<file path="src/rtl/mem_port_arbiter.sv">
// mem_port_arbiter: shares one memory port between CPU and loader, one access per accept/access/response sequence.
// Define ARB_RR_EN for round-robin arbitration; otherwise the loader has fixed priority over the CPU.
module mem_port_arbiter #(
    parameter int ADDR_W = 32,
    parameter int DATA_W = 32
) (
    input  logic              clk,
    input  logic              rst,
    input  logic              c_req_valid,
    output logic              c_req_ready,
    input  logic              c_req_we,
    input  logic              c_req_inst,
    input  logic [ADDR_W-1:0] c_req_addr,
    input  logic [DATA_W-1:0] c_req_wdata,
    output logic              c_rsp_valid,
    output logic [DATA_W-1:0] c_rsp_rdata,
    input  logic              l_req_valid,
    output logic              l_req_ready,
    input  logic              l_req_we,
    input  logic              l_req_inst,
    input  logic [ADDR_W-1:0] l_req_addr,
    input  logic [DATA_W-1:0] l_req_wdata,
    output logic              l_rsp_valid,
    output logic [DATA_W-1:0] l_rsp_rdata,
    input  logic              l_lock,
    output logic [ADDR_W-1:0] mem_address,
    output logic [DATA_W-1:0] mem_writeData,
    output logic              memRead,
    output logic              memWrite,
    output logic              IRWrite,
    input  logic [DATA_W-1:0] mem_readData,
    input  logic [DATA_W-1:0] mem_readInst
);
    typedef enum logic [1:0] {IDLE, ACCESS, RESP} state_t;
    state_t state, nxt;
    logic we_q, inst_q, gid_q;
    logic [ADDR_W-1:0] addr_q;
    logic [DATA_W-1:0] wdata_q, rsp_q;
    logic ce, le, gc, gl, go, i_st, a_st, r_st;

    assign ce = c_req_valid & ~l_lock;
    assign le = l_req_valid;
`ifdef ARB_RR_EN
    logic ptr_q;
    assign gl = le & (~ce | ptr_q);
    always_ff @(posedge clk) begin
        if (rst) ptr_q <= 1'b0;
        else if (go) ptr_q <= gc;
    end
`else
    assign gl = le;
`endif
    assign gc = ce & ~gl;
    // Outputs are gated by rst so an in-flight write never reaches the memory edge during reset.
    assign i_st = (state == IDLE) & ~rst;
    assign a_st = (state == ACCESS) & ~rst;
    assign r_st = (state == RESP) & ~rst;
    assign go = i_st & (gc | gl);

    always_ff @(posedge clk) begin
        if (rst) state <= IDLE;
        else state <= nxt;
    end

    always_comb begin
        nxt = (state == IDLE) ? (go ? ACCESS : IDLE) : (state == ACCESS) ? RESP : IDLE;
    end

    always_comb begin
        c_req_ready = i_st & gc;
        l_req_ready = i_st & gl;
        memRead = a_st & ~we_q & ~inst_q;
        memWrite = a_st & we_q;
        IRWrite = a_st & inst_q;
        mem_address = a_st ? addr_q : '0;
        mem_writeData = a_st ? wdata_q : '0;
        c_rsp_valid = r_st & ~gid_q;
        l_rsp_valid = r_st & gid_q;
        c_rsp_rdata = (r_st & ~gid_q) ? rsp_q : '0;
        l_rsp_rdata = (r_st & gid_q) ? rsp_q : '0;
    end

    // A write with inst also set is treated as a plain data write.
    always_ff @(posedge clk) begin
        if (rst) begin
            we_q <= 1'b0;
            inst_q <= 1'b0;
            gid_q <= 1'b0;
            addr_q <= '0;
            wdata_q <= '0;
            rsp_q <= '0;
        end else begin
            if (go) begin
                we_q <= gl ? l_req_we : c_req_we;
                inst_q <= gl ? (l_req_inst & ~l_req_we) : (c_req_inst & ~c_req_we);
                gid_q <= gl;
                addr_q <= gl ? l_req_addr : c_req_addr;
                wdata_q <= gl ? l_req_wdata : c_req_wdata;
            end
            if (a_st) rsp_q <= inst_q ? mem_readInst : we_q ? '0 : mem_readData;
        end
    end
endmodule

</file>
<file path="config.mk">
export PLATFORM = sky130hd
export DESIGN_NAME = mem_port_arbiter
export DESIGN_NICKNAME = d
export VERILOG_FILES = /design/src/rtl/mem_port_arbiter.sv
export SDC_FILE = /design/constraint.sdc
export NUM_CORES = 1
export LEC_CHECK = 0
export CORE_AREA = 2 2 129 131
export DETAILED_ROUTE_END_ITERATION = 8
export DIE_AREA = 0 0 131 133
export PLACE_DENSITY_LB_ADDON = 0.15
export SLEW_MARGIN = 20
export SYNTH_ARGS = -nofsm -noshare
export SYNTH_HDL_FRONTEND = slang
export SYNTH_SLANG_ARGS = --single-unit
export TNS_END_PERCENT = 5
</file>
<file path="constraint.sdc">
create_clock -name clk -period 1.3 [get_ports clk]
set_input_delay 0.26 -clock clk [delete_from_list [all_inputs] [get_ports clk]]
set_output_delay 0.26 -clock clk [all_outputs]
set_load 0.03 [all_outputs]
</file>
* Word level (Yosys, flattened, before mapping)
Index checks and enable logic that the tools add are counted.
** Storage, ports and cells
- Bits in registers :: 101
- Output and inout bits :: 135
- Input port bits :: 201
- Word-level logic and storage cells :: 48
** Cells by class
- Bitwise gates (word level) :: 25
- Equality and inequality tests :: 2
- Reductions and logical operators :: 1
- Mux-type cells :: 13
** Operator list (count)
- $mux W32 :: 8
- $and A1 B1 Y1 :: 16
- $not A1 Y1 :: 8
- $mux W2 :: 2
- $mux W1 :: 3
- $eq A2 B1 Y1 const B :: 1
- $eq A2 B2 Y1 const B :: 1
- $logic_not A2 Y1 :: 1
- $or A1 B1 Y1 :: 1

* Depth between registers and ports, before layout
- Word-level depth :: 7
- Gate-level depth with buffers :: 7
- Mapped depth without buffers :: 4

* Least setup slack after synthesis
Ideal clock, no wire load.
- Path kind :: flip-flop to output port
- Start :: reg state[1]
- End :: out memRead
- Arrival time :: 1604 ps
- Data required time :: 1040 ps
- Stages on the path, launching flop included :: 6
- Setup slack :: -564 ps
- Path buffers :: 2
- Path through :: dfxtp_1 nor2_1 nand2_1 buf_2 clkbuf_1 nor3_1
** On the way
- Word-level cells in the longest chain between the ends :: 4
** RTL lines
- start, declared :: RTL line 35 : state_t state, nxt;
- start signal, assigned :: RTL line 62 : else state <= nxt;
- $eq A2 B1 Y1 :: RTL line 56 : assign a_st = (state == ACCESS) & ~rst;
- $and A1 B1 Y1 :: RTL line 56
- $and A1 B1 Y1 (2 in a row) :: RTL line 72 : memRead = a_st & ~we_q & ~inst_q;
- end, declared :: RTL line 28 : output logic memRead,
Every way passes these cells.

* Final worst setup path
- Start :: reg state[0]
- End :: out l_rsp_rdata[29]
** On the way
- Word-level cells in the longest chain between the ends :: 4
** RTL lines
- $eq A2 B2 Y1 :: RTL line 57 : assign r_st = (state == RESP) & ~rst;
- $and A1 B1 Y1 :: RTL line 57
- $and A1 B1 Y1 :: RTL line 80 : l_rsp_rdata = (r_st & gid_q) ? rsp_q : '0;
- $mux W32 :: RTL line 80
- end, declared :: RTL line 24 : output logic [DATA_W-1:0] l_rsp_rdata,
Every way passes these cells.

==> flow_metrics.env <==
export IMPL_ant_nets=0
export IMPL_ys_types=25
export IMPL_async_flop_share=0
export IMPL_start_util=0.330
export IMPL_cts_tree="built"
export IMPL_dr_pass1_iters=4
export IMPL_combPwrFrac=0.248
export IMPL_hold_viol=0
export IMPL_swShare=0.273
export IMPL_fin_ws_ns=-0.565
export IMPL_synth_top_area_frac=0.379
export IMPL_grt_pass1_vias=5813
export IMPL_violations="negative setup slack"
export IMPL_gp_congestion=0.778
export IMPL_synth_area_leaders="dfxtp_1 38%, mux2i_1 12%, a211oi_1 7.9%"
export IMPL_finalCriticalPeriod_ns=1.87
export IMPL_drt_total_wl_um=19600
export IMPL_cts_root_buf="clkbuf_16"
export IMPL_grt_max_degree=73
export IMPL_clock_path_buffers=2
export IMPL_max_cap_violations=0
export IMPL_worst_setup_path_start_kind="flop"
export IMPL_setup_violations=233
export IMPL_die_h_um=133
export IMPL_dp_hpwl_um=14200
export IMPL_yosys_warnings=0
export IMPL_max_freq_mhz=536
export IMPL_cpMaxStageDelayCell="dfxtp_4"
export IMPL_worst_pin_slew_ns=0.697
export IMPL_clkPwrFrac=0.325
export IMPL_synth_edf_count=0
export IMPL_n_antenna_cell=0
export IMPL_rsz0062_at_grt="true"
export IMPL_dieWidth_um=131
export IMPL_clock_sinks=101
export IMPL_synth_net_count=812
export IMPL_cts_hold_buffers=0
export IMPL_cts_buffers=9
export IMPL_row_count=47
export IMPL_port_buffers=335
export IMPL_end_kind="primary output"
export IMPL_grt_overflow=0
export IMPL_antenna_found_initial=0
export IMPL_ys_flop_type="dfxtp_1"
export IMPL_slew_violations=0
export IMPL_vias=5711
export IMPL_die_area_um2=17400
export IMPL_slowest_delay_ns=0.36
export IMPL_grt_pass1_wl_um=29500
export IMPL_crit_chain="and4bb_4 > bufbuf_16 > and2_2 > buf_6"
export IMPL_critical_path_class="reg -> out"
export IMPL_share_seq_of_total_power=0.427
export IMPL_coreArea_um2=16200
export IMPL_cts_htree_levels=3
export IMPL_path_max_fanout=8
export IMPL_fin_setup_tns_ns=-74.27
export IMPL_insertion_delay_ns=0.34
export IMPL_drtIter0Drc=202
export IMPL_synth_seq_cells=101
export IMPL_required_ns=1.04
export IMPL_routed_via_density=4.97
export IMPL_ir_drop_uv=581
export IMPL_ys_seq_area_frac=0.379
export IMPL_drcViolationCount=0
export IMPL_leakagePower_uw=0.00425
export IMPL_netlist_area_um2=5340
export IMPL_clk_pin_slew_ns=0.07
export IMPL_grtUsageTotal=0.217
export IMPL_syn_inst=611
export IMPL_status="complete, but fails checks"
export IMPL_finClkSkew_ns=0.00976
export IMPL_utilization=0.618
export IMPL_wl_per_cell_um=17.1
export IMPL_powerDensity_nw_per_um2=821
export IMPL_switchingPower_uw=2240
export IMPL_holdCritPathClass="in -> reg"
export IMPL_slew_headroom=0.535
export IMPL_drive_gt1_frac=0.342
export IMPL_fin_nets=1124
export IMPL_synth_area_per_cell_um2=8.74
export IMPL_synth_top_area_cell="dfxtp_1"
export IMPL_p_int_uw=5970
export IMPL_finalCritPeriodShare=1.43
export IMPL_worst_endpoint_arrival_ns=1.61
export IMPL_io_pins=336
export IMPL_area_growth_pct=87.0
through the flow:
| stage | cells | power (µW) | hold WS [ns] | setup slack (ns) | instance area [µm²] |
|---|---|---|---|---|---|
| floorplan | 611 | 4490 | 0.449 | -0.111 | 5540 |
| global placement | 1124 | 5440 | 0.478 | -0.457 | 8970 |
| detailed placement | 1124 | 5510 | 0.485 | -0.508 | 8970 |
| CTS | 1146 | 8280 | 0.371 | -0.584 | 9830 |
| global route | 1148 | 8620 | 0.389 | -0.612 | 9990 |
| finish | 1148 | 8210 | 0.379 | -0.565 | 9990 |
flip-flops by register name (all words and copies together), names as in the netlist:
name,cells
inst_q,1
wdata_q,32
gid_q,1
addr_q,32
we_q,1
state,2
rsp_q,32
logic make-up after synthesis:
| logic type | synth area share |
|---|---|
| compound gates | 0.182 |
| mux | 0.122 |
| buf+inv | 0.0576 |
| simple gates | 0.260 |
| flops | 0.379 |
worst max-delay path: cells and delay by family, from the launching register on:
family	cells	cell delay (ns)
and+or+nand+nor	2	0.50
buffers and inverters	2	0.41
DFF	1	0.36
cell usage after synthesis (10+ instances only):
library cell / number
nand3b_1: 32
and2_1: 65
o21ai_0: 32
a211oi_1: 56
mux2i_1: 65
nor2_1: 71
dfxtp_1: 101
a22oi_1: 33
a211oi_2: 10
buf_2: 21
clkbuf_1: 42
and3_1: 66
final cells by class:
class / instances / area, µm²
fill: 1331 / 6180
timing repair buffer: 369 / 4030
multi-input combinational: 440 / 3360
sequential: 101 / 2030
tap: 220 / 275
clock buffer: 10 / 229
clock inverter: 6 / 63.8
inverter: 2 / 7.51
power by group through the flow:
stage / Clock [µW] / Sequential [µW] / Combinational [µW]
detailed placement: 0 / 3560 / 1950
global placement: 0 / 3550 / 1890
finish: 2670 / 3510 / 2040
floorplan: 0 / 3510 / 980
CTS: 2760 / 3500 / 2020
global route: 2880 / 3540 / 2200
routing by layer:
layer,global-route usage,vias to the layer above,wire length [µm]
met5,0,-,0
met4,0.0851,0,598
met1,0.229,2623,7210
met2,0.408,230,10400
li1,-,2823,-
met3,0.0481,35,1460
path summary, 6_finish.rpt:
check                    end  depth (start not counted)   startpoint  slack [ns]
max reg2reg       addr_q[25]                          6     state[0]       -0.29
min                    gid_q                          3  l_req_valid        0.38
max          l_rsp_rdata[29]                          4     state[0]       -0.57
min reg2reg        addr_q[1]                          2    addr_q[1]        0.49
cell usage in the layout (no fill, tap or decap), drive strengths merged:
master and count:
nand3b 32, inv 2, nor2b 1, dfxtp 101, nor4b 1, and3 66
nor3 2, and3b 1, bufinv 1, clkdlybuf4s50 198, clkbuf 11, nand2 2
clkinv 3, o21ai 32, a211oi 66, o21a 1, a22oi 33, nor2 71
and2 65, and4bb 1, bufbuf 1, buf 169, clkinvlp 2, a32oi 1
mux2i 65
what timing repair did:
action	CTS	global route
gates cloned	3	1
endpoints found under the setup margin	233	233
resized for setup	127	37
setup buffers	3	1
pin swaps	79	14
Power figures use the tool's default switching activity.
